$ cat src/rtl/alu_req_arbiter_pkg.sv
// Shared definitions for the ALU request arbiter: ALU control codes,
// supported-code check and the sequencing state type.
package alu_pkg;

  localparam logic [3:0] ALU_NOP  = 4'b0000;
  localparam logic [3:0] ALU_ADD  = 4'b0010;
  localparam logic [3:0] ALU_SUB  = 4'b0011;
  localparam logic [3:0] ALU_AND  = 4'b0100;
  localparam logic [3:0] ALU_OR   = 4'b0101;
  localparam logic [3:0] ALU_XOR  = 4'b0110;
  localparam logic [3:0] ALU_NOT  = 4'b0111;
  localparam logic [3:0] ALU_SLL  = 4'b1000;
  localparam logic [3:0] ALU_SRL  = 4'b1001;
  localparam logic [3:0] ALU_NOR  = 4'b1010;
  localparam logic [3:0] ALU_SUBU = 4'b1011;
  localparam logic [3:0] ALU_ADDU = 4'b1100;

  typedef enum logic [1:0] {
    IDLE,
    EXEC,
    CAPT,
    RESP
  } state_t;

  function automatic logic alu_code_supported(input logic [3:0] code);
    case (code)
      ALU_ADD, ALU_SUB, ALU_AND, ALU_OR, ALU_XOR, ALU_NOT,
      ALU_SLL, ALU_SRL, ALU_NOR, ALU_SUBU, ALU_ADDU: return 1'b1;
      default:                                       return 1'b0;
    endcase
  endfunction

endpackage

$ cat src/rtl/alu_req_arbiter_rr_arb2.sv
// Two-input arbiter: round-robin by default, or requester 0 always wins
// a tie when FIXED_PRIO is set. The pointer moves on each advance strobe.
module rr_arb2 #(
  parameter int unsigned FIXED_PRIO = 0
) (
  input  logic       clk,
  input  logic       reset,
  input  logic [1:0] req_i,
  input  logic       advance_i,
  output logic [1:0] grant_o
);

  // ptr_q = 0 favours requester 0 on a tie, 1 favours requester 1
  logic ptr_q;

  always_comb begin
    grant_o = '0;
    case (req_i)
      2'b01:   grant_o = 2'b01;
      2'b10:   grant_o = 2'b10;
      2'b11:   grant_o = ((FIXED_PRIO != 0) || !ptr_q) ? 2'b01 : 2'b10;
      default: grant_o = '0;
    endcase
  end

  always_ff @(posedge clk or posedge reset) begin
    if (reset) begin
      ptr_q <= 1'b0;
    end else if (advance_i) begin
      ptr_q <= grant_o[0];
    end
  end

endmodule

$ cat src/rtl/alu_req_arbiter.sv
// Shares one registered ALU between the execute stage (req 0) and the
// load/store address path (req 1); returns result and flags per requester.
module alu_req_arbiter
  import alu_pkg::*;
#(
  parameter int unsigned DATA_W     = 32,
  parameter int unsigned SHAMT_W    = 5,
  parameter int unsigned FIXED_PRIO = 0
) (
  input  logic                  clk,
  input  logic                  reset,
  input  logic [1:0]            req_valid,
  output logic [1:0]            req_ready,
  input  logic [2*DATA_W-1:0]   req_op_a,
  input  logic [2*DATA_W-1:0]   req_op_b,
  input  logic [7:0]            req_ctrl,
  input  logic [2*SHAMT_W-1:0]  req_shamt,
  output logic [1:0]            rsp_valid,
  input  logic [1:0]            rsp_ready,
  output logic [DATA_W-1:0]     rsp_result,
  output logic                  rsp_zero,
  output logic                  rsp_overflow,
  output logic                  rsp_less,
  output logic                  rsp_err,
  output logic [DATA_W-1:0]     alu_operand_A,
  output logic [DATA_W-1:0]     alu_operand_B,
  output logic [3:0]            alu_control,
  output logic [SHAMT_W-1:0]    alu_shmant,
  input  logic [DATA_W-1:0]     alu_result,
  input  logic                  alu_zero,
  input  logic                  alu_overflow,
  input  logic                  alu_less,
  output logic                  busy,
  output logic                  grant_id
);

  state_t               state_q;
  logic                 grant_id_q;
  logic [DATA_W-1:0]    alu_a_q;
  logic [DATA_W-1:0]    alu_b_q;
  logic [3:0]           alu_ctrl_q;
  logic [SHAMT_W-1:0]   alu_sh_q;
  logic [1:0]           rsp_valid_q;
  logic [DATA_W-1:0]    rsp_result_q;
  logic                 rsp_zero_q;
  logic                 rsp_overflow_q;
  logic                 rsp_less_q;
  logic                 rsp_err_q;

  logic [1:0]           arb_req;
  logic [1:0]           grant;
  logic                 accept;
  logic                 gidx;
  logic [DATA_W-1:0]    a_sel;
  logic [DATA_W-1:0]    b_sel;
  logic [3:0]           ctrl_sel;
  logic [SHAMT_W-1:0]   sh_sel;

  // Arbitration is only exposed while idle, so req_ready is zero elsewhere
  assign arb_req = (state_q == IDLE) ? req_valid : 2'b00;

  rr_arb2 #(
    .FIXED_PRIO(FIXED_PRIO)
  ) u_arb (
    .clk      (clk),
    .reset    (reset),
    .req_i    (arb_req),
    .advance_i(accept),
    .grant_o  (grant)
  );

  assign req_ready = grant;
  assign accept    = |grant;
  assign gidx      = grant[1];

  always_comb begin
    a_sel    = gidx ? req_op_a[2*DATA_W-1:DATA_W]   : req_op_a[DATA_W-1:0];
    b_sel    = gidx ? req_op_b[2*DATA_W-1:DATA_W]   : req_op_b[DATA_W-1:0];
    ctrl_sel = gidx ? req_ctrl[7:4]                 : req_ctrl[3:0];
    sh_sel   = gidx ? req_shamt[2*SHAMT_W-1:SHAMT_W] : req_shamt[SHAMT_W-1:0];
  end

  always_ff @(posedge clk or posedge reset) begin
    if (reset) begin
      state_q        <= IDLE;
      grant_id_q     <= 1'b0;
      alu_a_q        <= '0;
      alu_b_q        <= '0;
      alu_ctrl_q     <= ALU_NOP;
      alu_sh_q       <= '0;
      rsp_valid_q    <= '0;
      rsp_result_q   <= '0;
      rsp_zero_q     <= 1'b0;
      rsp_overflow_q <= 1'b0;
      rsp_less_q     <= 1'b0;
      rsp_err_q      <= 1'b0;
    end else begin
      case (state_q)
        IDLE: begin
          if (accept) begin
            grant_id_q <= gidx;
            if (alu_code_supported(ctrl_sel)) begin
              alu_a_q    <= a_sel;
              alu_b_q    <= b_sel;
              alu_ctrl_q <= ctrl_sel;
              alu_sh_q   <= sh_sel;
              state_q    <= EXEC;
            end else begin
              // Undefined codes never reach the ALU; answer directly with an error
              rsp_valid_q    <= gidx ? 2'b10 : 2'b01;
              rsp_result_q   <= '0;
              rsp_zero_q     <= 1'b0;
              rsp_overflow_q <= 1'b0;
              rsp_less_q     <= 1'b0;
              rsp_err_q      <= 1'b1;
              state_q        <= RESP;
            end
          end
        end
        EXEC: begin
          alu_a_q    <= '0;
          alu_b_q    <= '0;
          alu_ctrl_q <= ALU_NOP;
          alu_sh_q   <= '0;
          state_q    <= CAPT;
        end
        CAPT: begin
          rsp_result_q   <= alu_result;
          rsp_zero_q     <= alu_zero;
          rsp_overflow_q <= alu_overflow;
          rsp_less_q     <= alu_less;
          rsp_err_q      <= 1'b0;
          rsp_valid_q    <= grant_id_q ? 2'b10 : 2'b01;
          state_q        <= RESP;
        end
        RESP: begin
          if (rsp_ready[grant_id_q]) begin
            rsp_valid_q <= '0;
            state_q     <= IDLE;
          end
        end
        default: state_q <= IDLE;
      endcase
    end
  end

  assign alu_operand_A = alu_a_q;
  assign alu_operand_B = alu_b_q;
  assign alu_control   = alu_ctrl_q;
  assign alu_shmant    = alu_sh_q;
  assign rsp_valid     = rsp_valid_q;
  assign rsp_result    = rsp_result_q;
  assign rsp_zero      = rsp_zero_q;
  assign rsp_overflow  = rsp_overflow_q;
  assign rsp_less      = rsp_less_q;
  assign rsp_err       = rsp_err_q;
  assign busy          = (state_q != IDLE);
  assign grant_id      = grant_id_q;

endmodule

$ cat config.mk
export PLATFORM = sky130hd
export DESIGN_NAME = alu_req_arbiter
export DESIGN_NICKNAME = d
export VERILOG_FILES = /design/src/rtl/alu_req_arbiter_pkg.sv /design/src/rtl/alu_req_arbiter_rr_arb2.sv /design/src/rtl/alu_req_arbiter.sv
export SDC_FILE = /design/constraint.sdc
export NUM_CORES = 1
export LEC_CHECK = 0
export CAP_MARGIN = 10
export CORE_AREA = 2 2 105 148
export CTS_CLUSTER_DIAMETER = 100
export DETAILED_ROUTE_END_ITERATION = 16
export DIE_AREA = 0 0 107 150
export PLACE_DENSITY_LB_ADDON = 0.25
export RECOVER_POWER = 50
export SLEW_MARGIN = 20
export SYNTH_ARGS = -nofsm -noshare
export SYNTH_HDL_FRONTEND = slang
export SYNTH_SLANG_ARGS = --single-unit
$ cat constraint.sdc
create_clock -name clk -period 10.3 [get_ports clk]
set_clock_uncertainty 0.2 [all_clocks]
set_input_delay 2.06 -clock clk [delete_from_list [all_inputs] [get_ports clk]]
set_output_delay 2.06 -clock clk [all_outputs]
set_load 0.02 [all_outputs]
==> metrics.csv, run 1 <==
stage,metric,value,unit
power_and_ir_drop,Leak,3.76,nW
critical_path,CP Capture Type,async pin,
timing,Slew @ Worst Pin,3.25,ns
drt,Remaining DRCs,0,
critical_path,path depth of the worst reg2reg path,10,
drt,routed wl met2,8410,µm
critical_path,crit start category,input port,
power_and_ir_drop,Comb pwr share,0.496,
floorplanning,Std-Cell Core Area,0.0148,mm²
cells_and_area,"most common cell after layout, fill and taps aside",clkdlybuf4s50_1,
min_path,Hold Crit Class,flip-flop to flip-flop,
power_and_ir_drop,P per Cell Area,307,mW/mm²
global_routing,largest net degree at the start of global routing,67,
cells_and_area,# diodes,0,
clocking,Root Buffer,clkbuf_16,
cells_and_area,Layout Nets,862,
timing,Final min period,6.92,ns
timing,RSZ-0062 raised after global routing,false,
drt,Starting DRT DRC Count,79,
logic_synthesis,Syn Nets,570,
global_routing,global-route usage over all layers,0.205,
critical_path,"CP delay by family, top",buffers and inverters,
floorplanning,row count,53,
timing,fin crit share,0.672,
placement,GP Congestion,0.738,
logic_synthesis,Yosys reg bits,115,
critical_path,"Slowest-stage cell, CP",clkbuf_1,
critical_path,flop-to-flop setup slack,6.01,ns
logic_synthesis,Post-Syn Area,0.00533,mm²
critical_path,top fanout value on the critical path,61,
drt,"antenna viol nets, final",0,
clocking,hold_buf cts,0,
logic_synthesis,Yosys cell types,29,
logic_synthesis,gate count of the mapped netlist,378,
drt,top routing layer in use,met4,
power_and_ir_drop,Flop pwr share,0.286,
job,max_cap viols,2,
clocking,CTS tree,done,
logic_synthesis,Syn. warnings,0,
global_routing,initial antenna violation count,0,
drt,via count,4484,
cells_and_area,layout cell share with drive strength beyond 1,0.0966,
floorplanning,Die Width,107,µm
clocking,clock sinks,115,
timing,Slew headroom,-1.17,
power_and_ir_drop,Sw Share,0.392,
floorplanning,Initial Util,0.360,
clocking,Clock Latency Late Sink,0.40,ns
drt,mean routed wirelength per cell,18.7,µm
min_path,Hold Startpoint,alu_operand_B[17]$_DFFE_PP0P_,
timing,Final Setup Violations,0,
global_routing,vias in the first global route,4848,
power_and_ir_drop,Net Sw Power,1.09,mW
critical_path,WS Path Type,input port to async pin,
drt,WL met1,6230,µm
clocking,# Post-CTS Setup Buffers,0,
run_status,failing checks,"capacitance limit, slew limit",
clocking,cts repair resizes,0,
critical_path,r2r startpoint,state_q[0]$_DFFE_PP0P_,
clocking,H-tree levels,4,
clocking,Max Root-Sink Buffers,2,
logic_synthesis,part of the Yosys area used for sequential elements,0.540,
min_path,Hold Path Sink,alu_operand_B[17]$_DFFE_PP0P_,
drt,met3 WL post-DR,1430,µm
drt,DRT Pass-1 Iters,4,
global_routing,Overflow after GRT,0,
timing,Max Clk Rate,144,MHz
floorplanning,die area,0.0161,mm²
critical_path,Worst path max stage delay,2.38,ns
power_and_ir_drop,Clk pwr share,0.217,
timing,Fin Setup TNS,0,ns
critical_path,Worst Setup SP,reset,
timing,"Slew Viols, Final",118,
floorplanning,Ports,302,
global_routing,first-pass GRT wire length,25600,µm
logic_synthesis,mean post-synth cell area,14.1,µm²
min_path,hold path cells,1,
floorplanning,die height,150,µm
critical_path,WP data arrival,6.49,ns
critical_path,Worst Path Buf+Inv,3,
drt,final wirelength,16400,µm
critical_path,WP data required,9.87,ns
power_and_ir_drop,VDD IR max,0.176,mV
critical_path,worst r2r dst,alu_operand_A[31]$_DFFE_PP0P_,
critical_path,cell chain of the critical path,"dlygate4sd3_1, clkinvlp_2, clkbuf_1",
cells_and_area,Layout area overhead,69.1,%
timing,"Hold Vio Cnt, Final",0,
clocking,Clock transition at path regs,0.06,ns
cells_and_area,end-of-flow core utilization,0.610,
cells_and_area,"commonest cells after routing, fill and taps aside","clkdlybuf4s50_1, dfrtp_1, dlygate4sd3_1",
placement,port bufs,301,
power_and_ir_drop,Internal,1.68,mW
placement,dpl hpwl,12100,µm
drt,vias per cell,5.12,
clocking,CTS buffer count,17,
run_status,status,"finished, violations left",
==> metrics by stage <==
step                setup WS (ns)  hold WS [ns]  instance area [µm²]  cells  power, mW
global route                 2.38         0.293                 9010    875       2.93
CTS                          4.05         0.291                 9020    875       2.89
floorplan                    5.00         0.257                 5330    378       1.66
finish                       3.38         0.278                 9010    875       2.77
global placement             4.09         0.270                 8410    843       2.24
detailed placement           4.05         0.273                 8410    843       2.28
==> layout make-up <==
cell class | count | area [µm²]
Clock buffer | 18 | 429
Clock inverter | 14 | 178
Fill cell | 1196 | 5770
Inverter | 6 | 23.8
Multi-Input combinational cell | 223 | 2210
Sequential cell | 115 | 2880
Tap cell | 192 | 240
Timing Repair Buffer | 307 | 3050
==> power by group through the flow <==
stage	Clock [mW]	Sequential (mW)	Combinational, mW
after floorplan	0	1.05	0.607
after global placement	0	0.801	1.44
after detailed placement	0	0.808	1.47
after CTS	0.618	0.804	1.47
after global routing	0.640	0.823	1.47
final	0.602	0.793	1.37
==> worst max path at each step <==
stage / endpoint / cells past startpoint
6_report: alu_operand_A[1]$_DFFE_PP0P_ / 3
5_1_grt: alu_operand_A[7]$_DFFE_PP0P_ / 3
4_1_cts: req_ready[1] / 5
3_5_place_dp: req_ready[1] / 5
3_3_place_gp: req_ready[1] / 5
2_1_floorplan: alu_control[0]$_DFFE_PP0P_ / 1
==> Yosys cell counts (all sizes together) <==
library cell	number	share of area
clkbuf	9	0.0063
nand2b	2	0.0023
o31ai	3	0.0042
a21oi	3	0.0028
nand2	4	0.0033
mux2i	75	0.14
a2bb2oi	2	0.0066
o211ai	2	0.0028
buf	25	0.037
dfrtp	115	0.54
a22o	1	0.0016
inv	6	0.0042
a32o	35	0.066
ha	5	0.012
o2bb2ai	73	0.14
a21o	1	0.0014
mux2	3	0.0063
nor2	7	0.0049
o21ai	5	0.0068
a22oi	2	0.0054
==> cell families after synthesis <==
group	Yosys count	synth area share
compound gates	127	0.241
fa+ha+maj	5	0.0117
flops	115	0.540
buf+inv	40	0.0474
mux	78	0.150
simple gates	13	0.0106
==> registers in the layout (all words and copies together) (netlist names) <==
name / cells
alu_operand_A: 32
alu_operand_B: 32
rsp_result: 32
alu_shmant: 5
alu_control: 4
rsp_valid: 2
state_q: 2
grant_id: 1
rsp_err: 1
rsp_less: 1
rsp_overflow: 1
rsp_zero: 1
u_arb.ptr_q: 1
==> metal layers <==
| layer | up-vias | GRT usage |
|---|---|---|
| met5 | - | 0 |
| met4 | 0 | 0.0714 |
| met3 | 21 | 0.0671 |
| met2 | 210 | 0.361 |
| met1 | 2172 | 0.233 |
| li1 | 2081 | - |
==> worst reg2reg max path, stage by stage (launching register included) <==
cell and delay, ns:
dfrtp_1 0.41, inv_1 0.14, ha_1 0.36, nand2_1 0.18, a21oi_4 0.14, buf_4 0.44
buf_4 0.73, mux2i_4 0.27, a22oi_4 0.40, buf_4 0.67, o2bb2ai_1 0.26
No activity file was read; power rests on OpenSTA's default activity.
==> run 2: changes to the inputs <==
- clock period: 10.3 -> 6.62 ns (I/O delays scaled with it)
==> run 2 against run 1 <==
Compared with the run above:
- the flow still finishes with violations (capacitance limit, slew limit)
- count of clock-buffer cells in the layout did not move
- combinational power increased by 57%
- routed wire length about the same
- power is 57% higher
- register-to-register slack worse by 3.1 ns
- sequential share of layout area shrank 0.10 points
- die area unchanged
- first-iteration DRC count grew 30%
- final cell count is the same
- sequential power increased by 55%
- critical path type is now input port to output pin
- largest cell class unchanged
- largest power group unchanged
==> metrics.csv, run 2 (synthesis results as in run 1) <==
stage,metric,value,unit
power_and_ir_drop,Leak,3.76,nW
cells_and_area,"most common cell after layout, fill and taps aside",clkdlybuf4s50_1,
cells_and_area,"commonest cells after routing, fill and taps aside","clkdlybuf4s50_1, dfrtp_1, dlygate4sd3_1",
drt,mean routed wirelength per cell,18.7,µm
placement,port bufs,301,
timing,"Hold Vio Cnt, Final",0,
timing,Final Setup Violations,0,
power_and_ir_drop,Flop pwr share,0.283,
drt,met3 WL post-DR,1530,µm
floorplanning,Initial Util,0.360,
cells_and_area,layout cell share with drive strength beyond 1,0.0981,
floorplanning,Die Width,107,µm
global_routing,Overflow after GRT,0,
cells_and_area,Layout Nets,862,
clocking,Clock Latency Late Sink,0.40,ns
power_and_ir_drop,VDD IR max,0.402,mV
job,max_cap viols,1,
floorplanning,Std-Cell Core Area,0.0148,mm²
min_path,Hold Crit Class,flip-flop to flip-flop,
drt,routed wl met2,8360,µm
timing,Max Clk Rate,207,MHz
placement,GP Congestion,0.751,
clocking,H-tree levels,4,
global_routing,first-pass GRT wire length,25200,µm
critical_path,CP Capture Type,output pin,
global_routing,vias in the first global route,4752,
clocking,Max Root-Sink Buffers,2,
power_and_ir_drop,Clk pwr share,0.223,
floorplanning,row count,53,
drt,DRT Pass-1 Iters,4,
drt,Starting DRT DRC Count,103,
drt,top routing layer in use,met4,
power_and_ir_drop,Net Sw Power,1.69,mW
drt,WL met1,6120,µm
drt,Remaining DRCs,0,
drt,vias per cell,5.11,
cells_and_area,Layout area overhead,69.6,%
timing,Slew headroom,-0.795,
min_path,Hold Startpoint,alu_operand_B[20]$_DFFE_PP0P_,
critical_path,WP data required,5.10,ns
clocking,Root Buffer,clkbuf_16,
floorplanning,die height,150,µm
power_and_ir_drop,Sw Share,0.389,
global_routing,global-route usage over all layers,0.202,
critical_path,Worst Setup SP,req_valid[1],
power_and_ir_drop,Comb pwr share,0.493,
drt,final wirelength,16400,µm
cells_and_area,post-route cell area,0.00904,mm²
timing,worst setup slack after layout,1.79,ns
timing,Final min period,4.83,ns
placement,minimum setup slack after placement,1.88,ns
clocking,hold_buf cts,0,
cells_and_area,end-of-flow core utilization,0.611,
drt,via count,4473,
critical_path,cell chain of the critical path,"dlygate4sd3_1, nand2_1, a21oi_4, buf_4, clkdlybuf4s50_1",
critical_path,crit start category,input port,
clocking,cts repair resizes,0,
floorplanning,Ports,302,
timing,"Slew Viols, Final",63,
power_and_ir_drop,Internal,2.66,mW
global_routing,largest net degree at the start of global routing,67,
clocking,Clock transition at path regs,0.05,ns
timing,Slew @ Worst Pin,2.68,ns
run_status,status,"finished, violations left",
critical_path,r2r startpoint,state_q[1]$_DFFE_PP0P_,
critical_path,WS Path Type,input port to output pin,
critical_path,Worst path max stage delay,0.71,ns
clocking,# Post-CTS Setup Buffers,0,
timing,fin crit share,0.730,
critical_path,WP data arrival,3.31,ns
timing,Fin Setup TNS,0,ns
placement,dpl hpwl,12100,µm
power_and_ir_drop,overall power,4.35,mW
clocking,clock sinks,115,
floorplanning,die area,0.0161,mm²
power_and_ir_drop,P per Cell Area,481,mW/mm²
global_routing,initial antenna violation count,0,
cells_and_area,# diodes,0,
critical_path,top fanout value on the critical path,30,
clocking,CTS buffer count,17,
timing,RSZ-0062 raised after global routing,false,
run_status,failing checks,"capacitance limit, slew limit",
placement,Placed Area,0.00841,mm²
clocking,CTS tree,done,
drt,"antenna viol nets, final",0,
critical_path,"Slowest-stage cell, CP",clkdlybuf4s50_1,
## run 2: cell count changes in the layout (fill, tap and decap cells not counted)
cell             delta
clkdlybuf4s50_1     +4
dlygate4sd3_1       -4
buf_4               +1
bufinv_16           +1
clkbuf_1            -1
clkinv_2            -1
clkinv_4            +1
inv_6               -1
## run 2: path summary, 6_finish.rpt
kind	end	slack, ns	cells past startpoint
max in group asynchronous	rsp_err$_DFFE_PP0P_	2.64	3
min in group asynchronous	alu_operand_A[8]$_DFFE_PP0P_	1.92	2
hold / removal	alu_operand_B[20]$_DFFE_PP0P_	0.28	1
setup reg to reg	alu_operand_B[19]$_DFFE_PP0P_	2.91	9
hold reg to reg	alu_operand_B[20]$_DFFE_PP0P_	0.28	1
setup / recovery	req_ready[1]	1.79	5
## run 2: power by group through the flow
stage               logic, mW  registers (mW)  clock network, mW
detailed placement       2.28            1.26                  0
global placement         2.24            1.24                  0
CTS                      2.29            1.25              0.990
global route             2.29            1.28               1.03
finish                   2.15            1.23              0.972
floorplan               0.945            1.64                  0
## run 2: area by class of cell
cell class / count / area, µm²
fill: 1183 / 5750
clock buffer: 18 / 429
clock inverter: 14 / 203
multi-input combinational: 223 / 2210
inverter: 6 / 23.8
tap: 192 / 240
sequential: 115 / 2880
timing repair buffer: 307 / 3060
## run 2: per-layer routing
metal / vias up / track usage
met5: - / 0
met4: 0 / 0.0708
met1: 2164 / 0.221
li1: 2076 / -
met3: 21 / 0.0810
met2: 212 / 0.353
## run 2: critical path: cells and delay by family
family	cells	cell delay [ns]
buffers and inverters	3	1.71
AND/OR/NAND/NOR	1	0.11
AO/OA/AOI/OAI	1	0.15
## run 2: stage by stage
stage	hold WS [ns]	instances
finish	0.281	875
global route	0.293	875
CTS	0.290	875
detailed placement	0.273	843
global placement	0.270	843
floorplan	0.257	378
==> run 3: changes to the inputs <==
- clock period: 6.62 -> 5 ns (I/O delays scaled with it)
==> run 3 against run 2 <==
Compared with the run above:
- the run still ends with capacitance limit, slew limit left
- non-clock buffer count increased by 3
- die area unchanged
- combinational power is 37% higher
- count of clock-buffer cells in the layout grew 1
- routed wire length increased by 1.3%
- final area up 0.51%
- final cell count increased by 0.34%
- register-to-register slack worse by 1.1 ns
- clock power up 37%
- sequential power grew 34%
- global-route usage up 0.25 points
- power rose by 36%
- critical endpoint unchanged
- highest routed layer unchanged
==> metrics.csv, run 3 (synthesis results as in run 1) <==
stage,metric,value,unit
cells_and_area,end-of-flow core utilization,0.615,
timing,"Hold Vio Cnt, Final",0,
timing,RSZ-0062 raised after global routing,false,
critical_path,crit start category,input port,
drt,DRT Pass-1 Iters,4,
global_routing,first-pass GRT wire length,25600,µm
timing,Max Clk Rate,258,MHz
power_and_ir_drop,VDD IR max,0.393,mV
critical_path,r2r startpoint,state_q[0]$_DFFE_PP0P_,
placement,dpl hpwl,12300,µm
clocking,cts repair resizes,0,
clocking,clock sinks,115,
global_routing,global-route usage over all layers,0.205,
critical_path,WS Path Type,input port to output pin,
run_status,status,"finished, violations left",
critical_path,WP data arrival,2.67,ns
clocking,Clock transition at path regs,0.05,ns
timing,Slew headroom,-0.677,
placement,port bufs,301,
clocking,Root Buffer,clkbuf_16,
floorplanning,die area,0.0161,mm²
clocking,CTS tree,done,
floorplanning,Std-Cell Core Area,0.0148,mm²
drt,WL met1,6390,µm
floorplanning,die height,150,µm
placement,GP Congestion,0.779,
floorplanning,Ports,302,
floorplanning,row count,53,
global_routing,largest net degree at the start of global routing,67,
drt,Starting DRT DRC Count,135,
global_routing,Overflow after GRT,0,
drt,top routing layer in use,met4,
job,max_cap viols,1,
power_and_ir_drop,P per Cell Area,651,mW/mm²
clocking,Clock Latency Late Sink,0.40,ns
cells_and_area,"commonest cells after routing, fill and taps aside","clkdlybuf4s50_1, dfrtp_1, mux2i_1",
timing,Slew @ Worst Pin,2.50,ns
global_routing,vias in the first global route,4913,
cells_and_area,area of the multi-input gates,0.00221,mm²
min_path,Hold Startpoint,alu_operand_B[14]$_DFFE_PP0P_,
timing,Final min period,3.87,ns
drt,vias per cell,5.13,
drt,Remaining DRCs,0,
timing,"Slew Viols, Final",58,
cells_and_area,# diodes,0,
drt,via count,4503,
cells_and_area,register area,0.00288,mm²
floorplanning,Initial Util,0.360,
timing,Fin Setup TNS,0,ns
critical_path,path depth of the worst reg2reg path,7,
clocking,# Post-CTS Setup Buffers,0,
cells_and_area,"most common cell after layout, fill and taps aside",clkdlybuf4s50_1,
drt,"antenna viol nets, final",0,
power_and_ir_drop,Leak,3.67,nW
critical_path,CP Capture Type,output pin,
min_path,Hold Crit Class,flip-flop to flip-flop,
critical_path,top fanout value on the critical path,5,
min_path,Hold Path Sink,alu_operand_B[14]$_DFFE_PP0P_,
timing,fin crit share,0.775,
floorplanning,Die Width,107,µm
clocking,hold_buf cts,0,
cells_and_area,Layout Nets,865,
critical_path,worst r2r dst,rsp_result[6]$_DFFE_PP0P_,
timing,Final Setup Violations,0,
drt,routed wl met2,8460,µm
global_routing,initial antenna violation count,0,
drt,mean routed wirelength per cell,18.9,µm
run_status,failing checks,"capacitance limit, slew limit",
clocking,CTS buffer count,17,
critical_path,WP data required,3.80,ns
drt,met3 WL post-DR,1450,µm
critical_path,flop-to-flop setup slack,1.86,ns
min_path,hold path cells,1,
cells_and_area,layout cell share with drive strength beyond 1,0.101,
cells_and_area,Layout area overhead,70.5,%
clocking,H-tree levels,4,
cells_and_area,filler cell count,1161,
drt,final wirelength,16600,µm
clocking,Max Root-Sink Buffers,2,
## run 3: cell types whose count changed in the layout (fill, tap and decap cells not counted), moves of 2 or more
cell / previous run / this run
clkinv_4: 5 / 2
inv_6: 3 / 1
clkdlybuf4s50_1: 191 / 244
clkinv_2: 1 / 3
dlygate4sd3_1: 110 / 57
## run 3: power breakdown
| part | internal (mW) | switching [mW] |
|---|---|---|
| registers | 1.39 | 0.260 |
| logic | 1.39 | 1.55 |
| clock network | 0.897 | 0.432 |
## run 3: worst max path at each step
stage | to | slack (ns) | cells after the start | start
2_1_floorplan | alu_control[0]$_DFFE_PP0P_ | 0.76 | 1 | reset
3_3_place_gp | req_ready[1] | 1.20 | 4 | req_valid[1]
3_5_place_dp | req_ready[1] | 1.20 | 4 | req_valid[1]
4_1_cts | req_ready[1] | 1.18 | 4 | req_valid[1]
5_1_grt | alu_shmant[2]$_DFFE_PP0P_ | 0.57 | 3 | reset
6_report | req_ready[1] | 1.13 | 4 | req_valid[1]
## run 3: routing by layer
layer,vias up,global-route usage
li1,2078,-
met1,2194,0.228
met2,211,0.359
met3,20,0.0749
met4,0,0.0682
met5,-,0
## run 3: final cells by class
type | instances | share of cell area
clock inverters | 13 | 0.0227
multi-input cells | 223 | 0.243
repair buffers | 310 | 0.340
well taps | 192 | 0.0264
inverters | 6 | 0.00262
flip-flops and latches | 115 | 0.317
clock buffers | 19 | 0.0487
## run 3: worst max-delay path: stages
cell and delay [ns]:
dlygate4sd3_1 0.58, nand2_1 0.12, a21oi_4 0.29, clkdlybuf4s50_1 0.68
## run 3: per-stage QoR
stage / hold WS [ns] / area [µm²] / total power, mW / instances / setup slack [ns]
after floorplan: 0.257 / 5330 / 3.42 / 378 / 0.756
after global placement: 0.270 / 8450 / 4.64 / 846 / 1.20
after detailed placement: 0.273 / 8450 / 4.72 / 846 / 1.20
after CTS: 0.289 / 9100 / 6.08 / 878 / 1.18
after global routing: 0.290 / 9090 / 6.23 / 878 / 0.574
final: 0.280 / 9090 / 5.92 / 878 / 1.13
